### src/rtl/sync_fifo_param_if.sv
// Request/status bundle between the host register side and the FIFO.
interface sync_fifo_param_if #(
  parameter int DATA_W = 8,
  parameter int ADDR_W = 7
);
  logic [DATA_W-1:0] data_i;
  logic              n_we_i;
  logic              n_re_i;
  logic              clr_err_i;
  logic [DATA_W-1:0] data_o;
  logic              p_empty_o;
  logic              p_full_o;
  logic              p_afull_o;
  logic              p_aempty_o;
  logic [ADDR_W:0]   count_o;
  logic              p_ovf_o;
  logic              p_udf_o;

  // Host side: issues requests, observes data and status.
  modport master (
    output data_i, n_we_i, n_re_i, clr_err_i,
    input  data_o, p_empty_o, p_full_o, p_afull_o, p_aempty_o, count_o, p_ovf_o, p_udf_o
  );

  // FIFO side.
  modport slave (
    input  data_i, n_we_i, n_re_i, clr_err_i,
    output data_o, p_empty_o, p_full_o, p_afull_o, p_aempty_o, count_o, p_ovf_o, p_udf_o
  );
endinterface

### src/rtl/sync_fifo_param.sv
// Parametrised synchronous FIFO for the UART TX/RX buffering paths.
// All 2**ADDR_W entries usable; registered read data with 1-cycle latency;
// status flags registered from the next occupancy so they track count_o exactly.
module sync_fifo_param #(
  parameter int DATA_W    = 8,
  parameter int ADDR_W    = 7,
  parameter int AFULL_TH  = 120,
  parameter int AEMPTY_TH = 8
) (
  input  logic             clk,
  input  logic             rst,
  sync_fifo_param_if.slave bus
);
  localparam int                CNT_W    = ADDR_W + 1;
  localparam int                DEPTH    = 1 << ADDR_W;
  localparam logic [CNT_W-1:0]  DEPTH_C  = CNT_W'(DEPTH);
  localparam logic [CNT_W-1:0]  AFULL_C  = CNT_W'(AFULL_TH);
  localparam logic [CNT_W-1:0]  AEMPTY_C = CNT_W'(AEMPTY_TH);

  logic [DATA_W-1:0] mem [DEPTH];
  logic [CNT_W-1:0]  wr_ptr, rd_ptr;
  logic [CNT_W-1:0]  count_q, count_nxt;
  logic [DATA_W-1:0] rd_data_q;
  logic              empty_q, full_q, afull_q, aempty_q;
  logic              ovf_q, udf_q;
  logic              wr_req, rd_req, wr_acc, rd_acc;

  assign wr_req = !bus.n_we_i;
  assign rd_req = !bus.n_re_i;
  // A full FIFO still takes a write when a read frees a slot in the same cycle.
  assign rd_acc = rd_req && !empty_q;
  assign wr_acc = wr_req && (!full_q || rd_acc);

  // Next occupancy: simultaneous read and write cancel out.
  always_comb begin
    count_nxt = count_q;
    if (wr_acc && !rd_acc)
      count_nxt = count_q + 1'b1;
    else if (rd_acc && !wr_acc)
      count_nxt = count_q - 1'b1;
  end

  // Storage array; contents are intentionally not reset.
  always_ff @(posedge clk) begin
    if (wr_acc)
      mem[wr_ptr[ADDR_W-1:0]] <= bus.data_i;
  end

  // Pointers, read data register, occupancy and status flags.
  always_ff @(posedge clk or posedge rst) begin
    if (rst) begin
      wr_ptr    <= '0;
      rd_ptr    <= '0;
      count_q   <= '0;
      rd_data_q <= '0;
      empty_q   <= 1'b1;
      full_q    <= 1'b0;
      afull_q   <= 1'b0;
      aempty_q  <= 1'b1;
    end else begin
      if (wr_acc)
        wr_ptr <= wr_ptr + 1'b1;
      if (rd_acc) begin
        rd_ptr    <= rd_ptr + 1'b1;
        rd_data_q <= mem[rd_ptr[ADDR_W-1:0]];
      end
      count_q  <= count_nxt;
      empty_q  <= (count_nxt == '0);
      full_q   <= (count_nxt == DEPTH_C);
      afull_q  <= (count_nxt >= AFULL_C);
      aempty_q <= (count_nxt <= AEMPTY_C);
    end
  end

  // Sticky error flags; a new error in the clearing cycle wins over the clear.
  always_ff @(posedge clk or posedge rst) begin
    if (rst) begin
      ovf_q <= 1'b0;
      udf_q <= 1'b0;
    end else begin
      if (wr_req && !wr_acc)
        ovf_q <= 1'b1;
      else if (bus.clr_err_i)
        ovf_q <= 1'b0;
      if (rd_req && !rd_acc)
        udf_q <= 1'b1;
      else if (bus.clr_err_i)
        udf_q <= 1'b0;
    end
  end

  assign bus.data_o     = rd_data_q;
  assign bus.count_o    = count_q;
  assign bus.p_empty_o  = empty_q;
  assign bus.p_full_o   = full_q;
  assign bus.p_afull_o  = afull_q;
  assign bus.p_aempty_o = aempty_q;
  assign bus.p_ovf_o    = ovf_q;
  assign bus.p_udf_o    = udf_q;
endmodule

### src/flat_wrapper.sv
// flat-port wrapper written by rule: the top's interface ports become plain ports
module sync_fifo_param_flat 
#(
  parameter int DATA_W    = 8,
  parameter int ADDR_W    = 7,
  parameter int AFULL_TH  = 120,
  parameter int AEMPTY_TH = 8
)
  (clk, rst, bus_data_i, bus_n_we_i, bus_n_re_i, bus_clr_err_i, bus_data_o, bus_p_empty_o, bus_p_full_o, bus_p_afull_o, bus_p_aempty_o, bus_count_o, bus_p_ovf_o, bus_p_udf_o);
  sync_fifo_param_if #(.DATA_W(DATA_W), .ADDR_W(ADDR_W)) bus_i ();
  input  logic clk;
  input  logic rst;
  input wire logic [$bits(bus_i.data_i)-1:0] bus_data_i;
  input wire logic [$bits(bus_i.n_we_i)-1:0] bus_n_we_i;
  input wire logic [$bits(bus_i.n_re_i)-1:0] bus_n_re_i;
  input wire logic [$bits(bus_i.clr_err_i)-1:0] bus_clr_err_i;
  output wire logic [$bits(bus_i.data_o)-1:0] bus_data_o;
  output wire logic [$bits(bus_i.p_empty_o)-1:0] bus_p_empty_o;
  output wire logic [$bits(bus_i.p_full_o)-1:0] bus_p_full_o;
  output wire logic [$bits(bus_i.p_afull_o)-1:0] bus_p_afull_o;
  output wire logic [$bits(bus_i.p_aempty_o)-1:0] bus_p_aempty_o;
  output wire logic [$bits(bus_i.count_o)-1:0] bus_count_o;
  output wire logic [$bits(bus_i.p_ovf_o)-1:0] bus_p_ovf_o;
  output wire logic [$bits(bus_i.p_udf_o)-1:0] bus_p_udf_o;
  assign bus_i.data_i = bus_data_i;
  assign bus_i.n_we_i = bus_n_we_i;
  assign bus_i.n_re_i = bus_n_re_i;
  assign bus_i.clr_err_i = bus_clr_err_i;
  assign bus_data_o = bus_i.data_o;
  assign bus_p_empty_o = bus_i.p_empty_o;
  assign bus_p_full_o = bus_i.p_full_o;
  assign bus_p_afull_o = bus_i.p_afull_o;
  assign bus_p_aempty_o = bus_i.p_aempty_o;
  assign bus_count_o = bus_i.count_o;
  assign bus_p_ovf_o = bus_i.p_ovf_o;
  assign bus_p_udf_o = bus_i.p_udf_o;
  sync_fifo_param #(.DATA_W(DATA_W), .ADDR_W(ADDR_W), .AFULL_TH(AFULL_TH), .AEMPTY_TH(AEMPTY_TH)) u_core (.clk(clk), .rst(rst), .bus(bus_i));
endmodule
### config.mk
export PLATFORM = sky130hd
export DESIGN_NAME = sync_fifo_param_flat
export DESIGN_NICKNAME = d
export VERILOG_FILES = /design/src/rtl/sync_fifo_param_if.sv /design/src/rtl/sync_fifo_param.sv /design/src/flat_wrapper.sv
export SDC_FILE = /design/constraint.sdc
export NUM_CORES = 1
export LEC_CHECK = 0
export CAP_MARGIN = 10
export CELL_PAD_IN_SITES_DETAIL_PLACEMENT = 1
export CELL_PAD_IN_SITES_GLOBAL_PLACEMENT = 1
export CORE_MARGIN = 10
export CORE_UTILIZATION = 50
export CTS_CLUSTER_SIZE = 16
export DETAILED_ROUTE_END_ITERATION = 7
export PLACE_DENSITY_LB_ADDON = 0.1
export SYNTH_ARGS = -nofsm -noshare
export SYNTH_HDL_FRONTEND = slang
export SYNTH_SLANG_ARGS = --single-unit
### constraint.sdc
create_clock -name clk -period 2.3 [get_ports clk]
set_input_delay 0.23 -clock clk [delete_from_list [all_inputs] [get_ports clk]]
set_output_delay 0.23 -clock clk [all_outputs]
set_load 0.005 [all_outputs]
# Yosys cells after proc, flatten, opt, wreduce, memory -nomap -nowiden
# Memories as Yosys holds them, arrays and structs flattened. A register that Yosys moved wholly into a read port is not among the register bits.
# Index checks and enable logic that the tools add are counted.
[totals]
regBits = 30
ram_bits = 1024
output_inout_bits = 22
wordCells = 40
n_memories = 1
[op_classes]
n_addsub = 4
magnitude_cmp = 2
eq_ne = 1
n_mux = 7
n_reduce_logical = 16
[mem_list]
columns = ["name", "depth", "width", "rd", "rd_ports_with_merged_regs", "wr", "line", "text"]
rows = [
  ["u_core.mem", 128, 8, 1, 1, 1, "sync_fifo_param.sv:20", "logic [DATA_W-1:0] mem [DEPTH];"],
]
[ops]
columns = ["op", "n"]
rows = [
  ["adder 8 x 1 -> 8 bit, second input constant", 3],
  ["2-to-1 mux 8 bit", 2],
  ["equality test 8 bit, second input constant", 1],
  ["greater-or-equal comparator 8 x 7 -> 1 bit, second input constant", 1],
  ["less-or-equal comparator 8 x 4 -> 1 bit, second input constant", 1],
  ["zero test 8 bit", 1],
  ["subtractor 8 x 1 -> 8 bit, second input constant", 1],
  ["logical AND 1 bit", 6],
  ["zero test 1 bit", 6],
  ["2-to-1 mux 1 bit", 5],
  ["nonzero test 2 bit", 2],
  ["logical OR 1 bit", 1],
]

# Logic depth before layout (Yosys ltp)
[depth]
word_depth = 9
depth_mapped = 11
depth_no_buf = 8

# Worst setup path after synthesis
# Ideal clock, no wire load.
[synth_path]
kind = "reg-to-reg"
startpoint = "register u_core.empty_q (netlist: u_core.bus.p_empty_o)"
endpoint = "memory u_core.mem[107][0], enable pin"
arrival_ps = 2056
required_ps = 1930
path_slack_ps = -127
path_stages_with_launch = 8
n_path_buf = 2
cell_sequence = "dfstp_2 > or2_1 > clkbuf_1 > a21oi_2 > nor2b_1 > nand3_1 > clkbuf_1 > nor2_1"
[synth_via]
elab_chain_len = 6
[synth_lines]
columns = ["item", "line", "text"]
rows = [
  ["start, declared", "sync_fifo_param.sv:24", "logic empty_q, full_q, afull_q, aempty_q;"],
  ["start signal, assigned", "sync_fifo_param.sv:68", "empty_q <= (count_nxt == '0);"],
  ["zero test 1 bit", "sync_fifo_param.sv:31", "assign rd_acc = rd_req && !empty_q;"],
  ["logical AND 1 bit", "sync_fifo_param.sv:31", ""],
  ["logical OR 1 bit", "sync_fifo_param.sv:32", "assign wr_acc = wr_req && (!full_q || rd_acc);"],
  ["logical AND 1 bit", "sync_fifo_param.sv:32", ""],
  ["2-to-1 mux 1 bit", "sync_fifo_param.sv:45", "if (wr_acc)"],
  ["2-to-1 mux 1 bit (implied by the code)", "sync_fifo_param.sv:46", "mem[wr_ptr[ADDR_W-1:0]] <= bus.data_i;"],
  ["end, declared", "sync_fifo_param.sv:20", ""],
]
# No other way between the ends.

==> out/qor.yml <==
gp_congestion: 0.848
async_reset_ff_share_pct: 3.40
final_area_sq_mm: 0.0506
power_w: 0.0592
drtPass1Iterations: 7
clkLatencyLatePin_ns: 0.67
place_area_sq_mm: 0.0461
ant_nets: 0
cts_buffer_depth: 3
pwr_density_cell_mw_per_mm2: 1170
yosysMostFrequentCell: "edfxtp_1"
row_count: 105
io_buffer_count: 34
min-delay-start: "bus_data_i[2]"
hold_path.class: "in -> reg"
cts.sinks: 1060
cts_tree: "yes"
grt_pass1_wl_um: 157000
whs_ns: 0.0677
p_leak_nw: 17.0
num_io_pins: 35
setup_viol: 8
period_share_pct: 108
netlist_top_cells_area: "edfxtp_1 (74%), mux4_2 (10%), mux2i_1 (4.7%)"
ys_ff_latch: 1060
synth_edf_count: 1024
violations: "setup timing"
holdPathStages: 1
r2r-end: "u_core.bus.data_o[4]"
core_area_sq_mm: 0.0824
end_kind: "flip-flop"
ys_types: 51
whs_endpoint: "u_core.mem[47][2]"
grt_pass1_vias: 23500
synth.largest_area_cell: "edfxtp_1"
synth_fp_nets: 2131
syn-cell-area_sq_mm: 0.0417
vdd_ir_drop_max_v: 0.000716
worst_slack_ns: -0.182
drive_gt1_share_pct: 33.4
synth_common_cells: "edfxtp_1 (1024), mux2i_1 (195), mux4_2 (188), nor2_1 (158), nand2_1 (67)"
slew_headroom_pct: 36.3
cp.required_ns: 2.82
fmax_mhz: 403
crit_path_max_fanout: 7
dp_hpwl_um: 67000
grt_max_degree: 129
routed_wl_um: 105000
finalClockSkew_ns: 0.0163
hold_viol: 0
outcome: "finished with violations"
synth_cells: 2114
cp-startpoint: "u_core.rd_ptr[0]"
cp.arrival_ns: 3.01
routed-via-count: 21800
finalCriticalPeriod_ns: 2.48
start_kind: "flip-flop"
path_class: "reg -> reg"
start_util_pct: 50.6
rsz0062_at_grt: "true"
clkSlewWorstSetupHoldPaths_ns: 0.06
diodes: 0
regToRegSetupSlack_ns: -0.18
synth-main-ff-cell: "edfxtp_1"
drc: 0
die_h_um: 309
synth.top_cell.area_share_pct: 73.7
die_w_um: 309
grt-ovfl-total: 0
slew_viol_final: 0
h-tree-depth: 3
nNetsFinal: 2540
r2r_start: "u_core.rd_ptr[0]"
drt_iter0_drc: 2017
yosysWarnings: 0
syn_area_per_cell_sq_um: 19.7
viasPerCell: 5.91
maxCapViolCount: 0
root_buffer: "clkbuf_16"
cts-buffers-inserted: 108
worst_pin_slew_ns: 0.952
wl_per_cell_um: 28.6
fp.dieArea_sq_mm: 0.0954
grt_antenna_before_repair: 1
track_usage_pct: 22.3
r2r_cells: 9
postLayoutCoreUtil_pct: 61.4
ys_seq_area_share_pct: 75.9
syn2layout_area_growth_pct: 21.3
[sequential cells by signal, summed over array words and instances (netlist names)]
signal and count:
u_core.bus.p_udf_o 1, u_core.bus.p_empty_o 1, u_core.wr_ptr 7, u_core.bus.p_full_o 1, u_core.bus.p_afull_o 1, u_core.rd_ptr 7
u_core.bus.data_o 8, u_core.bus.p_aempty_o 1, u_core.mem 1024, u_core.bus.count_o 8, u_core.bus.p_ovf_o 1
[where the power goes]
group	total, W	switching, W	leakage (nW)	internal, W
Combinational	0.0191	0.00984	5.59	0.00928
Clock	0.0175	0.00726	1.74	0.0103
Sequential	0.0225	0.000661	9.64	0.0218
[final cells by class]
cell class	count	area (sq um)
inverter	7	26.3
fill	6926	31800
clock buffer	125	2770
timing repair buffer	417	4270
tap	1070	1340
clock inverter	75	766
sequential	1060	31700
multi-input combinational	929	9760
[worst max-delay path, stage by stage, from the launching register on]
cell      delay, ns
dfrtp_4        0.49
buf_12         0.17
buf_12         0.15
buf_16         0.15
buf_4          0.15
mux4_2         0.45
mux2i_1        0.24
o21ai_0        0.15
nor3_2         0.29
a211oi_2       0.12
[cells by family (layout without fill, tap and decap cells)]
logic type / after synthesis / in the layout / share of synthesized area, %
adders and majority gates: 4 / 4 / 0.120
buffers and inverters: 125 / 624 / 1.91
xor gates and xnor gates: 19 / 19 / 0.417
and+or+nand+nor: 328 / 328 / 3.49
muxes: 402 / 402 / 15.4
DFF: 1060 / 1060 / 75.9
AOI/OAI and AO/OA: 176 / 176 / 2.75
[timing repair]
| action | in CTS | in global routing |
|---|---|---|
| pin swaps | 37 | 9 |
| cloned | 6 | 0 |
| gates resized for setup | 103 | 34 |
| setup buffers | 22 | 6 |
| hold buffers | 3 | 0 |
| setup endpoints to repair | 10 | 620 |
| endpoints found under the hold margin | 66 | 0 |
[placed cells by master (no fill, tap or decap), types with 8 or more instances in the layout]
cell type,n
nor2b_1,13
nand3_1,31
edfxtp_1,1024
a21oi_1,49
clkbuf_1,17
buf_12,61
buf_6,9
a22oi_2,18
mux2_2,15
mux2i_1,184
nand4_1,12
mux4_2,189
buf_16,9
xnor2_1,16
clkbuf_16,108
clkinv_1,30
mux2i_2,8
nand2_1,66
bufinv_16,15
buf_4,302
clkinv_2,22
nor2_1,130
dfrtp_1,30
a22oi_1,47
clkdlybuf4s50_1,26
a21oi_2,11
nor2_2,29
[metrics by stage]
step	TNS, ns	worst slack (ns)	std cells
final	-1.03	-0.182	3683
after global routing	-1.89	-0.245	3683
after CTS	-1.02	-0.165	3677
after detailed placement	-150.96	-0.537	3450
after global placement	-137.22	-0.526	3450
after floorplan	-51.79	-0.127	2114
[how the worst max path moves through the flow]
stage / endpoint / slack [ns] / depth (start not counted)
final: u_core.bus.data_o[4] / -0.18 / 9
after global routing: u_core.bus.data_o[4] / -0.24 / 11
after detailed placement: u_core.bus.data_o[0] / -0.54 / 8
after global placement: u_core.bus.data_o[5] / -0.53 / 9
after CTS: u_core.bus.data_o[6] / -0.17 / 10
after floorplan: u_core.mem[107][0] / -0.13 / 7
[metal layers]
| metal | GRT usage (%) | vias up | wire (um) |
|---|---|---|---|
| met5 | 0 | - | 0 |
| met1 | 30.5 | 11600 | 45300 |
| met3 | 3.37 | 130 | 5250 |
| met4 | 6.39 | 0 | 2480 |
| li1 | - | 9409 | - |
| met2 | 37.1 | 632 | 52400 |
Note: power is estimated with default switching activity, not from simulation.
